--- src/rtl/qracc_output_collector.sv ---
// Result collector for the sequential MAC accelerator: captures unthrottled result
// pulses into a small FIFO, issues a credit stall, and drains vectors as narrow beats.
module qracc_output_collector #(
  parameter int outputElements = 32,
  parameter int outputBits     = 4,
  parameter int laneWidth      = 8,
  parameter int fifoDepth      = 4,
  localparam int numBeats      = outputElements / laneWidth,
  localparam int beatW         = (numBeats > 1) ? $clog2(numBeats) : 1,
  localparam int cntW          = $clog2(fifoDepth) + 1
) (
  input  logic                             clk,
  input  logic                             nrst,
  input  logic                             clr_err_i,
  input  logic                             acc_issue_i,
  input  logic                             mac_valid_i,
  input  logic [outputElements*outputBits-1:0] mac_data_i,
  output logic                             stall_o,
  output logic                             out_valid_o,
  input  logic                             out_ready_i,
  output logic [laneWidth*outputBits-1:0]  out_data_o,
  output logic [beatW-1:0]                 out_beat_o,
  output logic                             out_last_o,
  output logic [cntW-1:0]                  fifo_count_o,
  output logic [1:0]                       err_o
);

  localparam int vecW     = outputElements * outputBits;
  localparam int beatBits = laneWidth * outputBits;
  localparam int ptrW     = $clog2(fifoDepth);

  localparam logic [cntW-1:0]  depthCnt = cntW'(fifoDepth);
  localparam logic [beatW-1:0] lastBeat = beatW'(numBeats - 1);

  if (outputElements % laneWidth != 0) begin : g_bad_lanes
    $error("outputElements must be a multiple of laneWidth");
  end
  if (fifoDepth < 2 || (fifoDepth & (fifoDepth - 1)) != 0) begin : g_bad_depth
    $error("fifoDepth must be a power of two and at least 2");
  end

  logic [vecW-1:0]  mem [fifoDepth];
  logic [vecW-1:0]  head;
  logic [ptrW-1:0]  wr_ptr;
  logic [ptrW-1:0]  rd_ptr;
  logic [cntW-1:0]  count;
  logic [cntW-1:0]  inflight;
  logic [beatW-1:0] beat;
  logic [1:0]       err;
  logic [cntW:0]    occupancy;

  logic handshake;
  logic pop;
  logic push;
  logic overflow;
  logic orphan;

  always_comb begin
    handshake = out_valid_o && out_ready_i;
    pop       = handshake && out_last_o;
    // A full FIFO still accepts a result when the head vector leaves in the same cycle.
    push      = mac_valid_i && ((count < depthCnt) || pop);
    overflow  = mac_valid_i && !push;
    // A same-cycle issue supplies the credit for the arriving result.
    orphan    = mac_valid_i && !acc_issue_i && (inflight == '0);
    occupancy = {1'b0, count} + {1'b0, inflight};
  end

  assign head         = mem[rd_ptr];
  assign out_valid_o  = (count != '0);
  assign out_beat_o   = beat;
  assign out_last_o   = out_valid_o && (beat == lastBeat);
  assign out_data_o   = head[int'(beat)*beatBits +: beatBits];
  assign stall_o      = (occupancy >= {1'b0, depthCnt});
  assign fifo_count_o = count;
  assign err_o        = err;

  always_ff @(posedge clk) begin
    if (push) begin
      mem[wr_ptr] <= mac_data_i;
    end
  end

  always_ff @(posedge clk) begin
    if (!nrst) begin
      wr_ptr <= '0;
      rd_ptr <= '0;
      count  <= '0;
    end else begin
      if (push) begin
        wr_ptr <= wr_ptr + ptrW'(1);
      end
      if (pop) begin
        rd_ptr <= rd_ptr + ptrW'(1);
      end
      unique case ({push, pop})
        2'b10:   count <= count + cntW'(1);
        2'b01:   count <= count - cntW'(1);
        default: count <= count;
      endcase
    end
  end

  always_ff @(posedge clk) begin
    if (!nrst) begin
      beat <= '0;
    end else if (handshake) begin
      beat <= out_last_o ? '0 : beat + beatW'(1);
    end
  end

  always_ff @(posedge clk) begin
    if (!nrst) begin
      inflight <= '0;
    end else if (acc_issue_i && !mac_valid_i) begin
      if (inflight != depthCnt) begin
        inflight <= inflight + cntW'(1);
      end
    end else if (mac_valid_i && !acc_issue_i) begin
      if (inflight != '0) begin
        inflight <= inflight - cntW'(1);
      end
    end
  end

  always_ff @(posedge clk) begin
    if (!nrst) begin
      err <= '0;
    end else if (clr_err_i) begin
      err <= {orphan, overflow};
    end else begin
      err <= err | {orphan, overflow};
    end
  end

endmodule
--- config.mk ---
export PLATFORM = sky130hd
export DESIGN_NAME = qracc_output_collector
export DESIGN_NICKNAME = d
export VERILOG_FILES = /design/src/rtl/qracc_output_collector.sv
export SDC_FILE = /design/constraint.sdc
export NUM_CORES = 1
export LEC_CHECK = 0
export BUFFER_PORTS_ARGS = -buffer_cell sky130_fd_sc_hd__buf_2
export CAP_MARGIN = 20
export CORE_ASPECT_RATIO = 0.7
export CORE_MARGIN = 5
export CORE_UTILIZATION = 53
export DETAILED_ROUTE_END_ITERATION = 7
export MAX_ROUTING_LAYER = met4
export PLACE_DENSITY = 0.75
export SYNTH_ARGS = -nofsm -noshare
export SYNTH_HDL_FRONTEND = slang
export SYNTH_SLANG_ARGS = --single-unit
--- constraint.sdc ---
create_clock -name clk -period 4.03 [get_ports clk]
set_clock_uncertainty 0.1 [all_clocks]
set_input_delay 0.2015 -clock clk [delete_from_list [all_inputs] [get_ports clk]]
set_output_delay 0.2015 -clock clk [all_outputs]
set_load 0.01 [all_outputs]
==> metrics.txt <==
# TYPE chip_impl_metric gauge
chip_impl_metric{name="vias",unit=""} 9999
chip_impl_info{name="hold_end",value="inflight[0]"} 1
chip_impl_metric{name="setup_slack",unit="ns"} 0.969
chip_impl_metric{name="cp_data_arrival_time",unit="ns"} 2.76
chip_impl_info{name="post_synth_most_frequent_cells",value="edfxtp_1 (512), mux4_2 (128), a22oi_1 (65)"} 1
chip_impl_metric{name="io_buffer_count",unit=""} 175
chip_impl_metric{name="antenna_found_initial",unit=""} 5
chip_impl_metric{name="post-layout-total-power",unit="mW"} 11.6
chip_impl_metric{name="pin_count",unit=""} 176
chip_impl_metric{name="filler_cell_count",unit=""} 2459
chip_impl_info{name="reg_to_reg_critical_path_endpoint",value="fifo_count_o[2]"} 1
chip_impl_metric{name="cellLeakagePower",unit="nW"} 8.11
chip_impl_metric{name="min_period",unit="ns"} 3.06
chip_impl_metric{name="route.detailed.wl_per_inst",unit="microns"} 23.3
chip_impl_metric{name="final.period_utilization",unit="%"} 76.0
chip_impl_info{name="crit_type",value="flip-flop to primary output"} 1
chip_impl_metric{name="regToRegSetupSlack",unit="ns"} 1.41
chip_impl_info{name="r2r-start",value="out_beat_o[0]"} 1
chip_impl_metric{name="final_nets",unit=""} 1363
chip_impl_metric{name="grt_start_max_net_pins",unit=""} 121
chip_impl_info{name="cts_root_buf",value="clkbuf_16"} 1
chip_impl_info{name="unrepaired_setup_endpoints_after_global_routing",value="false"} 1
chip_impl_metric{name="cap_violations",unit=""} 0
chip_impl_info{name="tritoncts_clock_tree",value="built"} 1
chip_impl_metric{name="syn2layout_area_growth",unit="%"} 22.4
chip_impl_metric{name="required",unit="ns"} 3.73
chip_impl_metric{name="avgViaCountPerCell",unit=""} 5.74
chip_impl_metric{name="placed_cells",unit=""} 1523
chip_impl_metric{name="coreArea",unit="sq mm"} 0.0372
chip_impl_info{name="status",value="finished clean"} 1
chip_impl_info{name="worstSetupEndpointType",value="primary output"} 1
chip_impl_metric{name="synthesis.area",unit="sq mm"} 0.0200
chip_impl_info{name="post-synth-top-count-cell",value="edfxtp_1"} 1
chip_impl_metric{name="report.final.setup_viol",unit=""} 0
chip_impl_metric{name="asyncSetResetFlopFracSynth",unit="%"} 0
chip_impl_metric{name="synth.yosys.warnings",unit=""} 0
chip_impl_metric{name="cts.reportedPaths.clkPinSlew",unit="ns"} 0.06
chip_impl_metric{name="tightestPinTransition",unit="ns"} 1.15
chip_impl_metric{name="gr-total-overflow",unit=""} 0
chip_impl_metric{name="dr_wl_met2",unit="microns"} 20200
chip_impl_metric{name="drt_iter0_drc",unit=""} 791
chip_impl_metric{name="wl_met3",unit="microns"} 2410
chip_impl_info{name="yosys_most_used_dff",value="edfxtp_1"} 1
chip_impl_metric{name="fmaxAchievable",unit="MHz"} 327
chip_impl_info{name="holdCritStartpoint",value="acc_issue_i"} 1
chip_impl_metric{name="worstRegToRegCells",unit=""} 9
chip_impl_metric{name="grt_first_pass_wirelength",unit="microns"} 63200
chip_impl_metric{name="drtAntennaViolNets",unit=""} 0
chip_impl_metric{name="cpPeakStageDelay",unit="ns"} 0.65
chip_impl_metric{name="horiz_die_dim",unit="microns"} 242
chip_impl_metric{name="slew_violations",unit=""} 0
chip_impl_metric{name="post_synth_inst_count",unit=""} 885
chip_impl_metric{name="dp_slack",unit="ns"} 1.42
chip_impl_metric{name="path_max_fanout",unit=""} 24
chip_impl_metric{name="ys_ff_latch",unit=""} 528
chip_impl_info{name="startpoint_type",value="flip-flop"} 1
chip_impl_metric{name="min_path_cells",unit=""} 5
chip_impl_metric{name="post-synth-top-area-fraction",unit="%"} 77.0
chip_impl_metric{name="floorplan.die.height",unit="microns"} 172
chip_impl_metric{name="post_cts_resize_count",unit=""} 0
chip_impl_metric{name="detailedRoute.firstPassIterationCount",unit=""} 5
chip_impl_metric{name="gp_congestion",unit=""} 0.754
chip_impl_metric{name="drt-met1-wl",unit="microns"} 17400
chip_impl_metric{name="hold_violations",unit=""} 0
chip_impl_info{name="ys_top_cells_by_area",value="edfxtp_1 (77%), mux4_2 (14%), a22oi_1 (2.4%)"} 1
chip_impl_metric{name="initial_core_util",unit="%"} 53.7
chip_impl_metric{name="timing.hold.ws",unit="ns"} 0.0749
chip_impl_metric{name="track_usage",unit="%"} 20.3
chip_impl_metric{name="ir_worst_vdd",unit="V"} 0.000391
chip_impl_metric{name="clkSinkCount",unit=""} 528
chip_impl_metric{name="grt_pass1_vias",unit=""} 10624
chip_impl_metric{name="drive_gt1_share",unit="%"} 32.2
chip_impl_metric{name="drc",unit=""} 0
chip_impl_metric{name="post_layout_nonfiller_instances",unit=""} 1743
chip_impl_metric{name="cellPowerDensity",unit="mW/mm^2"} 474
chip_impl_metric{name="share_of_synthesized_area_occupied_by_flip_flops_and_latches",unit="%"} 78.6
chip_impl_info{name="worstHoldPathType",value="primary input to flip-flop"} 1
chip_impl_info{name="critPathSlowestCell",value="dfxtp_4"} 1
chip_impl_info{name="yosysTopAreaCell",value="edfxtp_1"} 1
chip_impl_metric{name="post_synth_num_cell_types",unit=""} 32
chip_impl_metric{name="synth_area_per_cell",unit="sq um"} 22.6
chip_impl_metric{name="cts_inserted_buffers",unit=""} 48
chip_impl_metric{name="place.detailed.hpwl",unit="microns"} 23300
chip_impl_info{name="routed.top_layer",value="met4"} 1
chip_impl_metric{name="slew_headroom",unit="%"} 23.4
chip_impl_metric{name="tns",unit="ns"} 0
chip_impl_metric{name="syn-num-nets",unit=""} 1031
chip_impl_metric{name="drt-total-wl",unit="microns"} 40600
chip_impl_metric{name="floorplan.die_area",unit="sq mm"} 0.0417
chip_impl_metric{name="synth-edff-count",unit=""} 512
chip_impl_metric{name="clock_insertion_delay_at_the_later_pin_of_the_skew_report",unit="ns"} 0.55
chip_impl_metric{name="ctsLongestPathBuffers",unit=""} 3
chip_impl_metric{name="rows",unit=""} 59
chip_impl_info{name="list_of_cells_traversed_by_the_critical_path",value="buf_4, mux4_2, a22oi_1, nand2_1, buf_2"} 1
chip_impl_metric{name="htree_num_levels",unit=""} 2
[logic make-up (layout without fill, tap and decap cells)]
group                    count (synthesis)  in the layout  synth area share, %
AND/OR/NAND/NOR                         65             65                 1.43
AO/OA/AOI/OAI                           87             87                 3.12
multiplexers                           130            130                 14.5
other                                    0              6                    0
flip-flops                             528            528                 78.6
adder cells (fa/ha/maj)                 12             12                0.827
XOR/XNOR                                 4              4                0.175
buffers and inverters                   59            423                 1.32
[cell usage in the layout (no fill, tap or decap), types with 3 or more instances in the layout]
| master | instances |
|---|---|
| edfxtp_1 | 512 |
| buf_2 | 175 |
| dlygate4sd3_1 | 132 |
| mux4_2 | 128 |
| a22oi_1 | 65 |
| clkbuf_16 | 49 |
| nand2_1 | 40 |
| inv_1 | 14 |
| dfxtp_1 | 14 |
| buf_4 | 12 |
| a21oi_1 | 11 |
| ha_1 | 10 |
| clkinv_1 | 8 |
| buf_12 | 8 |
| diode_2 | 6 |
| nor2_1 | 6 |
| clkbuf_1 | 6 |
| bufinv_16 | 6 |
| clkinvlp_4 | 5 |
| clkinv_2 | 5 |
| or3_1 | 4 |
| and3_4 | 4 |
| o21ai_0 | 4 |
| nand3_1 | 3 |
| xor2_1 | 3 |
[critical path, delay by kind of cell, from the launching register on]
family,cells,cell delay [ns]
AO/OA/AOI/OAI,1,0.22
multiplexers,1,0.56
AND/OR/NAND/NOR,1,0.09
flip-flops,1,0.65
buffers and inverters,2,0.65
[state kept, by name, indices dropped and copies added, names as in the netlist, named ones only]
register	flops
out_beat_o	2
wr_ptr	2
inflight	3
err_o	2
mem	512
rd_ptr	2
fifo_count_o	3
[layer usage]
layer | track usage, % | vias up
li1 | - | 4415
met2 | 33.1 | 339
met3 | 3.66 | 51
met4 | 3.77 | 0
met1 | 28.0 | 5194
met5 | - | -
[stage by stage]
stage | cell area [sq um] | utilization [%]
final | 24400 | 65.7
after global routing | 24400 | 65.7
after CTS | 24400 | 65.6
after detailed placement | 21500 | 57.9
after global placement | 21500 | 57.9
after floorplan | 20000 | -
[how the worst max path moves through the flow]
stage | from | end | cells past startpoint
2_1_floorplan | out_beat_o[0] | mem[0][0] | 3
3_3_place_gp | flip-flop | out_data_o[30] | 5
3_5_place_dp | out_beat_o[0] | fifo_count_o[2] | 9
4_1_cts | flip-flop | out_data_o[28] | 5
5_1_grt | flip-flop | out_data_o[28] | 5
6_report | flip-flop | out_data_o[28] | 5
[power by group]
part	leakage (nW)	switching, mW	internal, mW
Sequential	4.83	0.0640	6.25
Clock	0.740	1.89	2.60
Combinational	2.54	0.420	0.358
[repair_timing]
item | in CTS | in global routing
endpoints found under the hold margin | 519 | 0
hold buffers | 132 | 0
setup buffers | 0 | 0
[area by class of cell]
type	instances	area [sq um]	share of cell area, %
Multi-Input combinational cell	298	4060	16.6
Sequential cell	528	15700	64.3
Inverter	14	52.6	0.215
Clock buffer	55	1250	5.11
Timing Repair Buffer	327	2450	10.0
Clock inverter	27	303	1.24
Tap cell	488	611	2.50
Antenna cell	6	15.0	0.0614
No activity file was read; power rests on OpenSTA's default activity.
